--- config.mk ---
export PLATFORM = sky130hd
export DESIGN_NAME = ball_trajectory
export DESIGN_NICKNAME = d
export VERILOG_FILES = /design/src/rtl/cricket_pkg.sv /design/src/rtl/frame_tick.sv /design/src/rtl/ball_trajectory.sv
export SDC_FILE = /design/constraint.sdc
export NUM_CORES = 1
export LEC_CHECK = 0
export ABC_AREA = 1
export CORE_MARGIN = 2
export CORE_UTILIZATION = 36
export CTS_BUF_LIST = sky130_fd_sc_hd__clkbuf_4 sky130_fd_sc_hd__clkbuf_8
export CTS_CLUSTER_DIAMETER = 120
export DETAILED_ROUTE_END_ITERATION = 10
export PLACE_DENSITY = 0.5
export SYNTH_ARGS = -nofsm -noshare
export SYNTH_HDL_FRONTEND = slang
export SYNTH_HIERARCHICAL = 1
export SYNTH_SLANG_ARGS = --single-unit
--- constraint.sdc ---
create_clock -name clock -period 5.64 [get_ports clock]
set_clock_uncertainty 0.15 [all_clocks]
set_input_delay 0.564 -clock clock [delete_from_list [all_inputs] [get_ports clock]]
set_output_delay 0.564 -clock clock [all_outputs]
set_load 0.03 [all_outputs]
--- src/rtl/cricket_pkg.sv ---
// Shared geometry, scoring-zone bounds and state encoding for the cricket
// game analyzer pipeline.
package cricket_pkg;

  localparam int SCREEN_W = 320;
  localparam int SCREEN_H = 240;

  // Scoring-zone x boundaries, left to right
  localparam int ZONE_X0 = 23;
  localparam int ZONE_X1 = 45;
  localparam int ZONE_X2 = 71;
  localparam int ZONE_X3 = 100;
  localparam int ZONE_X4 = 116;
  localparam int ZONE_X5 = 145;
  localparam int ZONE_X6 = 171;

  localparam int OUT_X     = 7;
  localparam int OUT_Y_MIN = 175;
  localparam int OUT_Y_MAX = 230;

  localparam int DEF_TICK_DIV  = 833333;
  localparam int DEF_BOWL_Y0   = 120;
  localparam int DEF_BAT_X     = 16;
  localparam int DEF_HIT_Y_MIN = 184;
  localparam int DEF_TRAVEL    = 8;
  localparam int DEF_MISS_X    = 7;

  typedef enum logic [1:0] {
    IDLE   = 2'd0,
    BOWL   = 2'd1,
    HIT    = 2'd2,
    REPORT = 2'd3
  } state_t;

endpackage

--- src/rtl/frame_tick.sv ---
// Frame tick generator: one-cycle pulse every TICK_DIV enabled cycles,
// restartable with a synchronous clear.
module frame_tick #(
  parameter int TICK_DIV = 833333
) (
  input  logic clock,
  input  logic reset,
  input  logic clear,
  input  logic enable,
  output logic tick
);

  localparam int W = (TICK_DIV > 2) ? $clog2(TICK_DIV) : 1;
  localparam logic [W-1:0] LAST = W'(TICK_DIV - 1);

  logic [W-1:0] count;

  assign tick = enable && (count == LAST);

  always_ff @(posedge clock or posedge reset) begin
    if (reset) begin
      count <= '0;
    end else if (clear) begin
      count <= '0;
    end else if (enable) begin
      if (count == LAST) count <= '0;
      else               count <= count + 1'b1;
    end
  end

endmodule

--- src/rtl/ball_trajectory.sv ---
// Ball flight controller: bowl delivery, swing timing resolution into a shot,
// and a one-cycle strike report of the final ball position.
module ball_trajectory
  import cricket_pkg::*;
#(
  parameter int TICK_DIV  = DEF_TICK_DIV,
  parameter int BOWL_Y0   = DEF_BOWL_Y0,
  parameter int BAT_X     = DEF_BAT_X,
  parameter int HIT_Y_MIN = DEF_HIT_Y_MIN,
  parameter int TRAVEL    = DEF_TRAVEL,
  parameter int MISS_X    = DEF_MISS_X
) (
  input  logic       clock,
  input  logic       reset,
  input  logic       bowl_req,
  input  logic       swing,
  output logic       throw,
  output logic       strike,
  output logic [8:0] pixelx,
  output logic [7:0] pixely,
  output logic       busy
);

  localparam logic [7:0] WIN_LO    = 8'(HIT_Y_MIN);
  localparam logic [7:0] WIN_HI    = 8'(HIT_Y_MIN + 15);
  localparam logic [7:0] MISS_Y    = 8'(HIT_Y_MIN + 16);
  localparam logic [7:0] TRAV_LAST = 8'(TRAVEL - 1);

  state_t     state;
  logic       bowl_q, swing_q;
  logic       bowl_ev, swing_ev;
  logic       tick, tick_clear, tick_en;
  logic       in_window;
  logic [4:0] step, step_calc;
  logic [7:0] hit_ticks;

  assign bowl_ev    = bowl_req && !bowl_q;
  assign swing_ev   = swing && !swing_q;
  assign tick_clear = (state == IDLE) && bowl_ev;
  assign tick_en    = (state == BOWL) || (state == HIT);
  assign in_window  = (pixely >= WIN_LO) && (pixely <= WIN_HI);
  assign step_calc  = 5'(pixely - WIN_LO) + 5'd1;

  frame_tick #(.TICK_DIV(TICK_DIV)) u_frame_tick (
    .clock  (clock),
    .reset  (reset),
    .clear  (tick_clear),
    .enable (tick_en),
    .tick   (tick)
  );

  // A swing in the window beats a coincident tick, including the miss tick
  // on the last row; busy stays up through the strike cycle.
  always_ff @(posedge clock or posedge reset) begin
    if (reset) begin
      state     <= IDLE;
      bowl_q    <= 1'b0;
      swing_q   <= 1'b0;
      throw     <= 1'b0;
      strike    <= 1'b0;
      busy      <= 1'b0;
      pixelx    <= '0;
      pixely    <= '0;
      step      <= '0;
      hit_ticks <= '0;
    end else begin
      bowl_q  <= bowl_req;
      swing_q <= swing;
      throw   <= 1'b0;
      strike  <= 1'b0;
      case (state)
        IDLE: begin
          busy <= 1'b0;
          if (bowl_ev) begin
            throw  <= 1'b1;
            busy   <= 1'b1;
            pixelx <= 9'(BAT_X);
            pixely <= 8'(BOWL_Y0);
            state  <= BOWL;
          end
        end
        BOWL: begin
          if (swing_ev && in_window) begin
            step      <= step_calc;
            hit_ticks <= '0;
            state     <= HIT;
          end else if (tick) begin
            if (pixely == WIN_HI) begin
              pixelx <= 9'(MISS_X);
              pixely <= MISS_Y;
              state  <= REPORT;
            end else begin
              pixely <= pixely + 8'd1;
            end
          end
        end
        HIT: begin
          if (tick) begin
            pixelx    <= pixelx + {4'b0, step};
            hit_ticks <= hit_ticks + 8'd1;
            if (hit_ticks == TRAV_LAST) state <= REPORT;
          end
        end
        REPORT: begin
          strike <= 1'b1;
          state  <= IDLE;
        end
        default: state <= IDLE;
      endcase
    end
  end

endmodule

==> impl_summary.txt <==
----------------------------------------------------
[GRT]
  Initial antenna violation count ... 0
  Global Route met2 Usage ... 24.4%
  Maximum number of pins on one net before global-route repair ... 38
  Vias in the first global route ... 3017
  Total overflow reported by the global router ... 0
  Global router's overall resource usage ... 16.5%
  Highest-utilization routing layer at the global route stage ... met2
  Met3 Track Usage GR ... 3.24%
  Wire length of the first global-routing pass ... 14600 um
  Met1 demand-to-capacity share in global routing ... 24.0%

[Placed design]
  Half-perimeter wire length of the detailed placement result ... 6330 um
  Final weighted congestion in routability-driven placement ... 0.892
  Port Buffers ... 23

[Layout]
  Area growth syn-to-layout ... 16.0%
  Final layout net count ... 552
  Fraction of final layout cells sized beyond drive strength 1 ... 11.0%
  Fill cells ... 1067
  Most common cell after layout, fill and taps aside ... nand2_1
  Highest-count cells in the layout ignoring fill and taps ... 159 x nand2_1, 58 x nor2_1, 57 x dfrtp_1, 55 x inv_1, 39 x nand3_1
  Number of diodes ... 0

[Power and ir drop]
  Pwr per Cell Area ... 402 nW/um2
  Worst supply voltage drop on vdd ... 0.000169 V
  P_leak ... 1.98 nW

[Setup path]
  CP max stage delay ... 850 ps
  Kind of capture point of the worst setup path ... flip-flop
  R2R cell count ... 7
  Count of cell instances traversed by the critical path ... 7
  Arrival time at the worst endpoint ... 3060 ps
  Worst path cell trace ... inv_1 > ha_1 > nor2_1 > clkinv_1 > nand2_1 > xor2_1 > nor2_1
  Kind of start point of the critical path ... flip-flop
  Kind of cell adding the most delay to the critical path ... simple AND/OR/NAND/NOR gates
  Count of buffering cells on the critical path with inverters included ... 2
  Cell repeated most along the worst path ... nor2_1
  WP data required ... 5700 ps
  Crit Path Class ... flip-flop to flip-flop
  Highest fanout seen on the critical path ... 12
  Slowest cell on the critical path ... nor2_1
  R2R setup slack ... 2630 ps

[Timing]
  Worst hold slack ... 311 ps
  Worst-margin pin slew ... 1060 ps
  Slew headroom ... 29.3%
  Number of failing setup endpoints in the final timing report ... 0
  Count of pins over their slew limit ... 0
  Fin Setup TNS ... 0 ps
  Unrepaired setup endpoints after global routing ... no
  Fmax achieved ... 332 MHz
  Final period utilization ... 53.3%
  Final Hold Violating Endpoints ... 0
  Final Critical Period ... 3010 ps

[Logic synthesis]
  Top cell type by total area after synthesis ... dfrtp_1
  Post-Synthesis Cell Area ... 3650 um2
  Count of different cell masters after synthesis ... 33
  Basic-gate share of the synthesized area counting and, or, nand and nor cells ... 38.5%
  Number of warnings printed during yosys synthesis ... 6
  Combinational family with the most area after synthesis ... simple AND/OR/NAND/NOR gates
  Adder and majority gate portion of the synthesized area ... 5.35%
  Gate Count Post-Synth ... 503
  Average cell area after synthesis ... 7.25 um2
  Portion of synthesized cell area occupied by the leading cell type ... 39.1%
  Sequential share of the synthesized area ... 39.1%
  Number of synthesized register bits ... 57
  Portion of netlist area occupied by mux cells ... 0%
  Parity-gate share of the synthesized area counting xor and xnor cells ... 4.08%
  Syn_nets ... 522
  Top cells by area in the synthesized netlist ... dfrtp_1 39%, nand2_1 16%, nor2_1 6.0%, inv_1 5.7%, nand3_1 5.3%
  Complex-gate fraction of the synthesized area ... 5.56%

[Routing]
  Number of iterations in the first detailed-routing pass ... 6
  Remaining antenna violation count after routing ... 0
  Detailed router's first-iteration violation count ... 150
  Residual DRC ... 0
  Total wire length after detailed routing ... 8530 um
  Number of vias per cell after detailed routing ... 4.70
  Average routed wire per standard cell ... 12.7 um
  Via Count ... 3155

[Run status]
  Outcome ... finished clean

[CTS]
  Number of clock sinks ... 57
  Number of buffers inserted for hold repair after clock tree synthesis ... 0
  Clock latency reported for the late side of the worst-skew pair ... 340 ps
  Clock-pin transition on the worst setup and hold timing paths ... 70 ps
  CTS max path bufs ... 2
  Htree depth ... 3
  Root Driver ... clkbuf_8
  Total setup buffers inserted after CTS ... 0
  CTS tree ... done
  Clock buffers created by TritonCTS ... 9
  Post-CTS resize count ... 0

[Floorplanning]
  Core area ... 9820 um2
  Starting density of the core ... 37.2%
  Die Y-Extent ... 105 um
  Die area ... 11000 um2
  Number of top-level pins ... 24
  Overall die width ... 105 um
  Row cnt ... 36

[Worst hold path]
  Number of cells on the worst hold path ... 1
  Worst hold path class ... flip-flop to flip-flop

[Flow run]
  Max Cap Viol ... 0

----------------------------------------------------
## per-layer routing
metal  vias to the layer above  routed length, um
met5                         -                  0
met2                        50               3550
met4                         0                 88
li1                       1641                  -
met1                      1458               4540
met3                         6                350
## per-stage QoR
| step | util (%) | area, um2 | power (mW) | cells | worst slack [ps] |
|---|---|---|---|---|---|
| global placement | 40.9 | 4010 | 1.28 | 655 | 2610 |
| CTS | 43.1 | 4230 | 1.72 | 671 | 2750 |
| finish | 43.1 | 4230 | 1.70 | 671 | 2630 |
| floorplan | - | 3650 | 1.07 | 503 | 3560 |
| global route | 43.1 | 4230 | 1.84 | 671 | 2470 |
| detailed placement | 40.9 | 4010 | 1.28 | 655 | 2540 |
## Yosys cell counts
master	instances
nand2_1	159
o211ai_1	1
nor2_1	58
a21oi_1	6
nor3_1	6
nand2_4	2
fa_1	1
o21ai_2	4
nand2_2	8
nor2_4	4
clkinv_1	1
nand3_1	39
dfrtp_1	57
buf_6	2
nand4_1	11
xnor2_1	4
o21ai_1	3
o21ai_0	23
xor2_1	13
nand3_2	2
buf_2	2
inv_1	55
nand3b_1	3
nand3_4	1
nor2_2	12
and2_1	1
inv_2	4
ha_1	14
nor3_2	1
or2_2	3
nor3b_1	1
inv_4	1
buf_4	1
## worst paths after layout
| kind | startpoint | end |
|---|---|---|
| max | state[0] | u_frame_tick/count[6] |
| min | bowl_q | throw |
| max in group asynchronous | reset | u_frame_tick/count[15] |
| min in group asynchronous | reset | swing_q |
| min reg2reg | bowl_q | throw |
| max reg2reg | state[0] | u_frame_tick/count[6] |
## state kept, by name, summed over array words and instances (netlist names)
register            flops
pixelx                  9
pixely                  8
bowl_q                  1
throw                   1
state                   2
busy                    1
step                    5
strike                  1
swing_q                 1
hit_ticks               8
u_frame_tick/count     20
## cell type report
class                   instances  area (um2)  area share (%)
clock buffers                  11         139            3.28
repair buffers                 24         238            5.62
inverters                      61         231            5.47
clock inverters                 5        80.1            1.89
flip-flops and latches         57        1430            33.7
multi-input cells             380        1950            46.1
well taps                     133         166            3.93
## where the power goes
group	switching [mW]	internal [mW]	leakage, nW
combinational	0.502	0.228	1.12
clock	0.170	0.258	0.106
sequential	0.0696	0.474	0.759
## cell families after synthesis
group                    Yosys count
buffers and inverters             66
flip-flops                        57
AND/OR/NAND/NOR                  311
AO/OA/AOI/OAI                     37
XOR/XNOR                          17
adder cells (fa/ha/maj)           15
Note: power is estimated with default switching activity, not from simulation.
